$ cat src/rtl/alu_share_if.sv
// Request/response and ALU-side bundle between requesters, the share arbiter and the ALU.
// slave = arbiter side, master = requesters plus ALU (testbench side).
interface alu_share_if #(
    parameter int WIDTH   = 4,
    parameter int NUM_REQ = 4
);
    localparam int IDW = $clog2(NUM_REQ);

    logic [NUM_REQ-1:0]       req_valid;
    logic [NUM_REQ-1:0]       req_ready;
    logic [NUM_REQ*WIDTH-1:0] req_a;
    logic [NUM_REQ*WIDTH-1:0] req_b;
    logic [NUM_REQ*3-1:0]     req_op;
    logic                     rsp_valid;
    logic                     rsp_ready;
    logic [IDW-1:0]           rsp_id;
    logic [2*WIDTH-1:0]       rsp_result;
    logic                     rsp_err;
    logic [WIDTH-1:0]         alu_a;
    logic [WIDTH-1:0]         alu_b;
    logic [2:0]               alu_op;
    logic [2*WIDTH-1:0]       alu_result;

    modport slave (
        input  req_valid, req_a, req_b, req_op, rsp_ready, alu_result,
        output req_ready, rsp_valid, rsp_id, rsp_result, rsp_err, alu_a, alu_b, alu_op
    );

    modport master (
        output req_valid, req_a, req_b, req_op, rsp_ready, alu_result,
        input  req_ready, rsp_valid, rsp_id, rsp_result, rsp_err, alu_a, alu_b, alu_op
    );
endinterface

$ cat src/rtl/alu_share_arbiter.sv
// Round-robin sharing of one registered add/sub/mul/div ALU among NUM_REQ requesters,
// with divide-by-zero and illegal-op requests answered directly as errors.
module alu_share_arbiter #(
    parameter int WIDTH   = 4,
    parameter int NUM_REQ = 4
) (
    input  logic       clk,
    input  logic       rst,
    alu_share_if.slave bus
);
    localparam int IDW = $clog2(NUM_REQ);

    typedef enum logic [1:0] {IDLE, EXEC, CAPT, RESP} state_t;

    state_t                       state, state_nxt;
    logic [IDW-1:0]               rr_ptr, lat_id, gnt_id, idx;
    logic                         gnt_found, bad_req, rsp_done;
    logic [NUM_REQ-1:0][WIDTH-1:0] a_v, b_v;
    logic [NUM_REQ-1:0][2:0]      op_v;
    logic [WIDTH-1:0]             g_a, g_b;
    logic [2:0]                   g_op;

    assign a_v  = bus.req_a;
    assign b_v  = bus.req_b;
    assign op_v = bus.req_op;

    // Walk downward so the closest requester after rr_ptr is the last (winning) assignment.
    always_comb begin
        gnt_found = 1'b0;
        gnt_id    = '0;
        idx       = '0;
        for (int k = NUM_REQ; k >= 1; k--) begin
            idx = IDW'((int'(rr_ptr) + k) % NUM_REQ);
            if (bus.req_valid[idx]) begin
                gnt_found = 1'b1;
                gnt_id    = idx;
            end
        end
    end

    assign g_a      = a_v[gnt_id];
    assign g_b      = b_v[gnt_id];
    assign g_op     = op_v[gnt_id];
    assign bad_req  = g_op[2] | ((g_op == 3'b011) && (g_b == '0));
    assign rsp_done = (state == RESP) && bus.rsp_ready;

    always_ff @(posedge clk or posedge rst) begin
        if (rst) state <= IDLE;
        else     state <= state_nxt;
    end

    always_comb begin
        state_nxt = state;
        case (state)
            IDLE: if (gnt_found) state_nxt = bad_req ? RESP : EXEC;
            EXEC: state_nxt = CAPT;
            CAPT: state_nxt = RESP;
            RESP: if (rsp_done) state_nxt = IDLE;
            default: state_nxt = IDLE;
        endcase
    end

    always_comb begin
        bus.req_ready = '0;
        if (state == IDLE && gnt_found) bus.req_ready[gnt_id] = 1'b1;
        bus.rsp_valid = (state == RESP);
    end

    // Datapath: operands latched into the ALU drivers at grant, result captured after one ALU cycle.
    always_ff @(posedge clk or posedge rst) begin
        if (rst) begin
            rr_ptr         <= IDW'(NUM_REQ - 1);
            lat_id         <= '0;
            bus.alu_a      <= '0;
            bus.alu_b      <= '0;
            bus.alu_op     <= 3'b111;
            bus.rsp_id     <= '0;
            bus.rsp_result <= '0;
            bus.rsp_err    <= 1'b0;
        end else begin
            case (state)
                IDLE: if (gnt_found) begin
                    lat_id <= gnt_id;
                    if (bad_req) begin
                        bus.rsp_id     <= gnt_id;
                        bus.rsp_result <= '0;
                        bus.rsp_err    <= 1'b1;
                    end else begin
                        bus.alu_a  <= g_a;
                        bus.alu_b  <= g_b;
                        bus.alu_op <= g_op;
                    end
                end
                CAPT: begin
                    bus.rsp_result <= bus.alu_result;
                    bus.rsp_err    <= 1'b0;
                    bus.rsp_id     <= lat_id;
                    bus.alu_op     <= 3'b111;
                end
                RESP: if (rsp_done) rr_ptr <= lat_id;
                default: ;
            endcase
        end
    end
endmodule

$ cat src/flat_wrapper.sv
// flat-port wrapper written by rule: the top's interface ports become plain ports
module alu_share_arbiter_flat 
#(
    parameter int WIDTH   = 4,
    parameter int NUM_REQ = 4
)
  (clk, rst, bus_req_valid, bus_req_a, bus_req_b, bus_req_op, bus_rsp_ready, bus_alu_result, bus_req_ready, bus_rsp_valid, bus_rsp_id, bus_rsp_result, bus_rsp_err, bus_alu_a, bus_alu_b, bus_alu_op);
  alu_share_if #(.WIDTH(WIDTH), .NUM_REQ(NUM_REQ)) bus_i ();
  input  logic clk;
  input  logic rst;
  input wire logic [$bits(bus_i.req_valid)-1:0] bus_req_valid;
  input wire logic [$bits(bus_i.req_a)-1:0] bus_req_a;
  input wire logic [$bits(bus_i.req_b)-1:0] bus_req_b;
  input wire logic [$bits(bus_i.req_op)-1:0] bus_req_op;
  input wire logic [$bits(bus_i.rsp_ready)-1:0] bus_rsp_ready;
  input wire logic [$bits(bus_i.alu_result)-1:0] bus_alu_result;
  output wire logic [$bits(bus_i.req_ready)-1:0] bus_req_ready;
  output wire logic [$bits(bus_i.rsp_valid)-1:0] bus_rsp_valid;
  output wire logic [$bits(bus_i.rsp_id)-1:0] bus_rsp_id;
  output wire logic [$bits(bus_i.rsp_result)-1:0] bus_rsp_result;
  output wire logic [$bits(bus_i.rsp_err)-1:0] bus_rsp_err;
  output wire logic [$bits(bus_i.alu_a)-1:0] bus_alu_a;
  output wire logic [$bits(bus_i.alu_b)-1:0] bus_alu_b;
  output wire logic [$bits(bus_i.alu_op)-1:0] bus_alu_op;
  assign bus_i.req_valid = bus_req_valid;
  assign bus_i.req_a = bus_req_a;
  assign bus_i.req_b = bus_req_b;
  assign bus_i.req_op = bus_req_op;
  assign bus_i.rsp_ready = bus_rsp_ready;
  assign bus_i.alu_result = bus_alu_result;
  assign bus_req_ready = bus_i.req_ready;
  assign bus_rsp_valid = bus_i.rsp_valid;
  assign bus_rsp_id = bus_i.rsp_id;
  assign bus_rsp_result = bus_i.rsp_result;
  assign bus_rsp_err = bus_i.rsp_err;
  assign bus_alu_a = bus_i.alu_a;
  assign bus_alu_b = bus_i.alu_b;
  assign bus_alu_op = bus_i.alu_op;
  alu_share_arbiter #(.WIDTH(WIDTH), .NUM_REQ(NUM_REQ)) u_core (.clk(clk), .rst(rst), .bus(bus_i));
endmodule
$ cat config.mk
export PLATFORM = sky130hd
export DESIGN_NAME = alu_share_arbiter_flat
export DESIGN_NICKNAME = d
export VERILOG_FILES = /design/src/rtl/alu_share_if.sv /design/src/rtl/alu_share_arbiter.sv /design/src/flat_wrapper.sv
export SDC_FILE = /design/constraint.sdc
export NUM_CORES = 1
export LEC_CHECK = 0
export ABC_CLOCK_PERIOD_IN_PS = 3400
export CORE_UTILIZATION = 30
export DETAILED_ROUTE_END_ITERATION = 7
export HOLD_SLACK_MARGIN = 0.02
export PLACE_DENSITY_LB_ADDON = 0.25
export RECOVER_POWER = 25
export SKIP_CTS_REPAIR_TIMING = 1
export SLEW_MARGIN = 15
export SYNTH_ARGS = -nofsm -noshare
export SYNTH_HDL_FRONTEND = slang
export SYNTH_SLANG_ARGS = --single-unit
$ cat constraint.sdc
create_clock -name clk -period 3.4 [get_ports clk]
set_input_delay 0.68 -clock clk [delete_from_list [all_inputs] [get_ports clk]]
set_output_delay 0.68 -clock clk [all_outputs]
set_load 0.01 [all_outputs]
# Word level (Yosys, flattened, before mapping)
# Index checks and enable logic that the tools add are counted.
# word_totals
regBits	28
input_bits	59
out_inout_bits	27
word_cells	83
# classes
addsub	4
magnitude_cmp	6
n_eq_ne	8
mux	41
bitwise	2
reduce_logical	13
# ops
operator	n
$mux 2	9
$bmux 4 s2	2
$mux 8	2
$pmux 8 s2	1
$lt 2x3->1 const B	5
$mux 4	3
$mux 1	11
$mux 3	3
$reduce_and 3->1	3
$bmux 1 s2	4
$pmux 2 s4	1
$bmux 3 s2	1
$ne 2x1->1 const B	3
$pmux 3 s2	1
$reduce_and 2->1	3
$add 2x1->2 const B	2
$add 2x2->2 const B	2
$eq 2x2->1 const B	2
$logic_and 1x1->1	4
$logic_not 4->1	1
$pmux 2 s2	1
$eq 3x2->1 const B	1
$demux 1 s2	1
$eq 2x1->1 const B	1
other kinds (7)	7

# Depth between registers and ports, before layout
# Gate-level depths: netlist (run 1).
# depth
word_depth	15
ltp_mapped	10

# Worst setup path after synthesis (run 1)
# OpenSTA, ideal clock, no wires.
# synth_timing
path_type	input port to output port
startpoint	input port bus_req_valid[1]
endpoint	output port bus_req_ready[3]
arrival_ns	2.551
t_required_ns	2.720
setup_slack_ns	0.169
path_stages	7
path_buffers	3
path_cell_list	or2_4 > a311oi_4 > buf_2 > buf_1 > clkbuf_1 > nand2_1 > nor2_1
# synth_via
elab_chain_len	11
# synth_rtl
item	line_no	rtl
start: declaration	flat_wrapper.sv:11	input wire logic [$bits(bus_i.req_valid)-1:0] bus_req_valid;
$bmux 1 s2	alu_share_arbiter.sv:34	if (bus.req_valid[idx]) begin
$mux 1 (implied by the code)	alu_share_arbiter.sv:34	
$mux 2 (4 in a row)	alu_share_arbiter.sv:34	
$lt 2x3->1 (implied by the code) or $ge 2x1->1 (tied branches)	alu_share_arbiter.sv:65	if (state == IDLE && gnt_found) bus.req_ready[gnt_id] = 1'b1;
$logic_and 1x1->1 (implied by the code)	alu_share_arbiter.sv:65	
$mux 1 (implied by the code)	alu_share_arbiter.sv:65	
$demux 1 s2	--	
$mux 4 (*)	alu_share_arbiter.sv:65	
end: declaration	flat_wrapper.sv:17	output wire logic [$bits(bus_i.req_ready)-1:0] bus_req_ready;
# Every way passes the cells marked *; elsewhere a longest branch is shown, timed or not. The select of a mux whose other input is x is not followed.

# Worst setup path after layout (run 1)
# layout_timing
startpoint	input port bus_req_valid[0]
endpoint	register u_core.bus.rsp_result[2]
# layout_via
elab_chain_len	13
# layout_rtl
item	line_no	rtl
$bmux 1 s2	alu_share_arbiter.sv:34	
$mux 1 (implied by the code)	alu_share_arbiter.sv:34	
$mux 2 (4 in a row)	alu_share_arbiter.sv:34	
$bmux 3 s2 or $bmux 4 s2 (tied branches)	alu_share_arbiter.sv:43, alu_share_arbiter.sv:42	
$mux 3 (implied by the code) or $mux 4 (tied branches)	alu_share_arbiter.sv:43, alu_share_arbiter.sv:42	
$eq 3x2->1 or $logic_not 4->1 (tied branches)	alu_share_arbiter.sv:44	assign bad_req = g_op[2] | ((g_op == 3'b011) && (g_b == '0));
$logic_and 1x1->1	alu_share_arbiter.sv:44	
$or 1x1->1	alu_share_arbiter.sv:44	
$ne 2x1->1 (no source line)	--	
$reduce_and 3->1 (no source line) (*)	--	
end signal: assignment	alu_share_arbiter.sv:95	bus.rsp_result <= bus.alu_result;
end: declaration	alu_share_if.sv:26	output req_ready, rsp_valid, rsp_id, rsp_result, rsp_err, alu_a, alu_b, alu_op
# Marked as above.
# A chain may end at the register's enable or synchronous reset.

==> qor.yml, run 1 <==
worst_setup_path:
  crit_chain: "clkdlybuf4s50_1, or2_4, a311oi_4, buf_4, buf_4, or4b_1, a211o_1, a211o_1, a21o_1, a21o_4, a22o_1"
  critical_path_class: "in -> reg"
  cp_top_family: "compound AO/OA/AOI/OAI gates"
  required_ns: 3.57
  timing.critical_path.buf_inv: 3
  worst_path_max_delay_cell: "clkdlybuf4s50_1"
  crit_path_end_kind: "flip-flop"
  cp_slowest_stage_delay_ns: 0.48
  cp_data_arrival_time_ns: 3.45
  cp_max_fo: 8
  rrSetupSlack_ns: 0.33
  start_kind: "input port"
routing:
  met1_length_um: 2180
  wl_met2_um: 2180
  viasPerCell: 4.87
  drc: 0
  wirelength_um: 4780
  routed-via-count: 1709
  drt_pass1_iterations: 4
  topRoutingLayerUsed: "met4"
  ant_nets: 0
  drt-initial-drc-count: 50
  met3_length_um: 398
  wire_per_inst_um: 13.6
synthesis:
  yosysSeqAreaShare_pct: 41.0
  syn_nets: 227
  synth_area_leaders: "dfrtp_1 (33%), mux2i_1 (9.9%), dfstp_2 (7.6%), a22o_1 (6.1%), a211oi_1 (3.9%)"
  ys_types: 39
  synth_most_common_cell: "dfrtp_1"
  ys_async_sr_fraction_pct: 100
  synth_top_cell_area_share_pct: 33.4
  yosys_warnings: 0
  synth_edf_count: 0
  netlist_area_um2: 1720
  synth_flop_cell: "dfrtp_1"
  avgSynthCellArea_um2: 10.4
  yosys-top-cells-count: "dfrtp_1 (23), mux2i_1 (17), nand2_1 (14)"
  synth-seq-cells: 28
  syn-instance-count: 165
  yosysTopAreaCell: "dfrtp_1"
placement:
  dp_hpwl_um: 3690
  pre_cts_ws_ns: -0.377
  gp_congestion: 0.787
  io_buffer_count: 85
min_path:
  hold_path.class: "reg -> reg"
clocking:
  cts-root-buf: "clkbuf_8"
  clock-sinks: 28
  path_clk_slew_ns: 0.09
  cts.path.max_buffers: 2
  h-tree-depth: 1
  cts_buffers: 3
  cts_tree: "yes"
  insertion_delay_ns: 0.27
floorplan:
  die_y_um: 77.8
  num_io_pins: 86
  die_x_um: 77.8
  coreArea_um2: 5510
  dieArea_um2: 6050
  core.rowCount: 27
  initial_core_util_pct: 31.3
sta:
  setup_viol: 0
  setup_ws_ns: 0.117
  max_freq_ghz: 0.305
  worst_slew_pin_slew_ns: 0.948
  slew_violations: 0
  slew_headroom_pct: 36.7
  final_hold_viol_count: 0
  skew_ns: 0.00604
  fin_crit_ns: 3.28
  period_share_pct: 96.6
  fin_hold_ws_ns: 0.494
  tns_ns: 0
global_routing:
  grt_pass1_vias: 1704
  overflow: 0
  grt_max_degree: 27
  antenna_found_initial: 0
  grt_pass1_wl_um: 7730
  grt_usage_pct: 15.6
pwr:
  p_leak_nw: 1.35
  ir_worst_vdd_uv: 414
  power_mw: 2.32
  power.density_nw_per_um2: 769
layout:
  fillers: 494
  fin_util_pct: 54.8
  drive_gt1_share_pct: 20.1
  layout.nets: 342
  area_delta_synth_final_pct: 75.0
  diodes: 0
status:
  status: "finished, final reports clean"
run:
  cap_violations: 0
==> placed cells by master (no fill, tap or decap), types with 3 or more instances in the layout <==
master and n:
inv_1 7, nor2b_1 6, and2_1 3, a21oi_1 4, dlymetal6s2s_1 4, dfstp_2 5
dfrtp_1 23, nand2b_1 4, a211oi_1 9, buf_4 32, o21ai_0 3, mux2i_1 17
o32a_1 3, clkdlybuf4s50_1 79, nand2_1 14, nor2_1 4, mux2_2 3, nor3_1 3
ha_1 3, a22o_1 12, clkbuf_8 3, a21o_1 5, nor3b_1 4
==> final cells by class <==
class	instances	area, um2	area share [%]
multi-input cells	121	982	32.5
clock inverters	1	30.0	0.995
flip-flops and latches	28	707	23.4
clock buffers	3	41.3	1.37
well taps	72	90.1	2.99
inverters	7	26.3	0.871
repair buffers	119	1140	37.8
==> report_power, final <==
group          switching [mW]  leakage [nW]  total (mW)  internal [mW]
clock network           0.105        0.0357       0.263          0.158
registers               0.108         0.338       0.619          0.511
logic                   0.614         0.979        1.44          0.825
total                   0.827          1.35        2.32           1.49
==> flip-flops by register name (all words and copies together) (netlist names) <==
signal	count
u_core.bus.rsp_err	1
u_core.bus.alu_b	4
u_core.bus.alu_op	3
u_core.lat_id	2
u_core.state	2
u_core.bus.alu_a	4
u_core.bus.rsp_result	8
u_core.bus.rsp_id	2
u_core.rr_ptr	2
==> stage by stage <==
| stage | cells | area, um2 |
|---|---|---|
| 6_report | 351 | 3020 |
| 5_1_grt | 351 | 3020 |
| 3_5_place_dp | 342 | 2880 |
| 2_1_floorplan | 165 | 1720 |
| 3_3_place_gp | 342 | 2880 |
| 4_1_cts | 346 | 2950 |
==> worst register-to-register path: stages, from the launching register on <==
cell	delay [ns]
dfstp_2	0.59
nand2b_1	0.18
a311oi_4	0.11
buf_4	0.17
buf_4	0.14
or4b_1	0.47
a211o_1	0.27
a211o_1	0.31
a21o_1	0.23
a21o_4	0.27
a22o_1	0.24
==> metal layers <==
metal,up-vias,track usage [%]
met1,794,21.1
met3,4,3.76
li1,846,-
met5,-,0
met2,65,25.8
met4,0,1.70
==> logic make-up after synthesis <==
family	Yosys count	share of synthesized area, %
simple gates	48	15.4
fa+ha+maj	3	2.18
compound gates	48	23.4
buf+inv	16	3.63
flops	28	41.0
mux	22	14.4
==> worst paths after layout <==
| kind | from | end | depth (start not counted) |
|---|---|---|---|
| hold / removal | u_core.bus.alu_a[3] | u_core.bus.alu_a[3] | 1 |
| hold reg to reg | u_core.bus.alu_a[3] | u_core.bus.alu_a[3] | 1 |
| min in group asynchronous | rst | u_core.bus.rsp_result[5] | 2 |
| setup / recovery | bus_req_valid[0] | u_core.bus.rsp_result[2] | 11 |
| max in group asynchronous | rst | u_core.bus.alu_op[1] | 3 |
| setup reg to reg | u_core.rr_ptr[0] | u_core.bus.rsp_result[2] | 10 |
(Power assumes the default switching activity.)
==> run 2, diff against run 1 <==
--- a/config.mk
+++ b/config.mk
@@ -6,6 +6,7 @@
 export NUM_CORES = 1
 export LEC_CHECK = 0
 export ABC_CLOCK_PERIOD_IN_PS = 3400
+export CORE_ASPECT_RATIO = 1.75
 export CORE_UTILIZATION = 30
 export DETAILED_ROUTE_END_ITERATION = 7
 export HOLD_SLACK_MARGIN = 0.02
==> qor.yml, run 2 (synthesis gave the netlist of run 1 again) <==
sta:
  period_share_pct: 96.5  # was 96.6%
  slew_violations: 0  # unchanged
  worst_slew_pin_slew_ns: 0.942  # was 0.948 ns
  fin_crit_ns: 3.28  # about the same
  max_freq_ghz: 0.305  # about the same
  skew_ns: 0.0101  # was 0.00604 ns
  final_hold_viol_count: 0  # unchanged
  setup_viol: 0  # unchanged
  fin_hold_ws_ns: 0.491  # was 0.494 ns
  slew_headroom_pct: 37.1  # was 36.7%
  rsz0062_at_grt: "yes"
worst_setup_path:
  crit_path_end_kind: "output pin"  # was flip-flop
  start_kind: "input port"  # unchanged
  critical_path_class: "in -> out"  # was in -> reg
  cp_max_fo: 7  # was 8
  required_ns: 2.72  # was 3.57 ns
  cp_data_arrival_time_ns: 2.60  # was 3.45 ns
clocking:
  h-tree-depth: 1  # unchanged
  cts_tree: "yes"  # unchanged
  cts-root-buf: "clkbuf_8"  # unchanged
  insertion_delay_ns: 0.28  # was 0.27 ns
  cts.path.max_buffers: 2  # unchanged
  path_clk_slew_ns: 0.10  # was 0.09 ns
  cts_buffers: 3  # unchanged
  clock-sinks: 28  # unchanged
layout:
  layout.cells.non_filler: 344  # was 351
  diodes: 0  # unchanged
  final_common_cell: "clkdlybuf4s50_1"  # unchanged
  mostFrequentLayoutCells: "clkdlybuf4s50_1 (80), dfrtp_1 (23), buf_4 (18)"  # was clkdlybuf4s50_1 (79), buf_4 (32), dfrtp_1 (23)
  fillers: 513  # was 494
  fin_area_um2: 2920  # was 3020 um2
  regMostFlops: "u_core.bus.rsp_result"  # unchanged
  reg_top3: "u_core.bus.rsp_result: 8 flops, u_core.bus.alu_a: 4 flops, u_core.bus.alu_b: 4 flops"  # unchanged
  area_delta_synth_final_pct: 69.4  # was 75.0%
  multi_input_area_um2: 963  # was 982 um2
  layout.nets: 331  # was 342
  drive_gt1_share_pct: 16.4  # was 20.1%
  seqCellArea_um2: 707  # unchanged
  largest_register_ffs: 8  # unchanged
global_routing:
  grtUsageMet3_pct: 2.78  # was 3.76%
  antenna_found_initial: 0  # unchanged
  use_met1_pct: 19.1  # was 21.1%
  grt_pass1_wl_um: 7400  # was 7730 um
  overflow: 0  # unchanged
  grtUsageMet2_pct: 27.1  # was 25.8%
  grt_usage_pct: 15.7  # was 15.6%
  grt_pass1_vias: 1659  # was 1704
  grt_max_degree: 26  # was 27
  top_usage_layer: "met2"  # unchanged
routing:
  routed-via-count: 1672  # was 1709
  drt_pass1_iterations: 4  # unchanged
  viasPerCell: 4.86  # was 4.87
  ant_nets: 0  # unchanged
  wirelength_um: 4710  # was 4780 um
  drt-initial-drc-count: 44  # was 50
  drc: 0  # unchanged
  wire_per_inst_um: 13.7  # was 13.6 um
floorplan:
  num_io_pins: 86  # unchanged
  die_x_um: 59.3  # was 77.8 um
  core.rowCount: 36  # was 27
  die_y_um: 102  # was 77.8 um
  initial_core_util_pct: 31.1  # was 31.3%
  dieArea_um2: 6070  # was 6050 um2
  coreArea_um2: 5540  # was 5510 um2
placement:
  dp.cells: 340  # was 342
  dp_hpwl_um: 3710  # was 3690 um
  gp_congestion: 0.749  # was 0.787
  placed_cell_area_um2: 2820  # was 2880 um2
  io_buffer_count: 85  # unchanged
status:
  status: "finished, final reports clean"  # unchanged
run:
  cap_violations: 0  # unchanged
min_path:
  hold_path.class: "reg -> reg"  # unchanged
pwr:
  p_leak_nw: 1.30  # was 1.35 nW
  power.density_nw_per_um2: 756  # was 769 nW/um2
  ir_worst_vdd_uv: 462  # was 414 uV
-- run 2: power by group --
group | internal (mW) | total (mW) | switching [mW]
Combinational | 0.751 | 1.34 | 0.585
Sequential | 0.511 | 0.612 | 0.101
Clock | 0.158 | 0.261 | 0.103
Total | 1.42 | 2.21 | 0.789
-- run 2: critical path: stages --
cell and delay, ns:
clkdlybuf4s50_1 0.51, nand2b_1 0.12, a311oi_4 0.53, buf_4 0.23
nor3_1 0.06, clkdlybuf4s50_1 0.48
-- run 2: area by class of cell --
cell class                 count  share of cell area (%)
clock buffer                   3                    1.41
clock inverter                 1                    1.03
inverter                       7                   0.899
multi-input combinational    121                    33.0
sequential                    28                    24.2
tap                           76                    3.25
timing repair buffer         108                    36.2
-- run 2: final timing paths --
check,end,from,depth (start not counted),slack [ns]
min in group asynchronous,u_core.bus.alu_a[1],rst,2,1.05
min reg2reg,u_core.bus.alu_a[2],u_core.bus.alu_a[2],1,0.49
max in group asynchronous,u_core.rr_ptr[0],rst,3,1.66
min,u_core.bus.alu_a[2],u_core.bus.alu_a[2],1,0.49
max,bus_req_ready[1],bus_req_valid[3],6,0.12
max reg2reg,u_core.bus.rsp_id[1],u_core.rr_ptr[0],8,0.52
-- run 2: layer usage --
layer / share of wire (%) / routed length (um)
met4: 2.2 / 104
met3: 5.8 / 275
met2: 50 / 2370
met1: 42 / 1960
met5: 0 / 0
-- run 2: through the flow --
| stage | setup slack, ns | utilization (%) | power [mW] | setup TNS [ns] |
|---|---|---|---|---|
| after floorplan | 0.169 | - | 1.35 | 0 |
| after global placement | -0.142 | 50.9 | 1.93 | -1.92 |
| after detailed placement | -0.220 | 50.9 | 1.95 | -3.52 |
| after CTS | -0.0777 | 52.2 | 2.23 | -0.120 |
| after global routing | -0.0205 | 52.7 | 2.38 | -0.0205 |
| final | 0.118 | 52.7 | 2.21 | 0 |
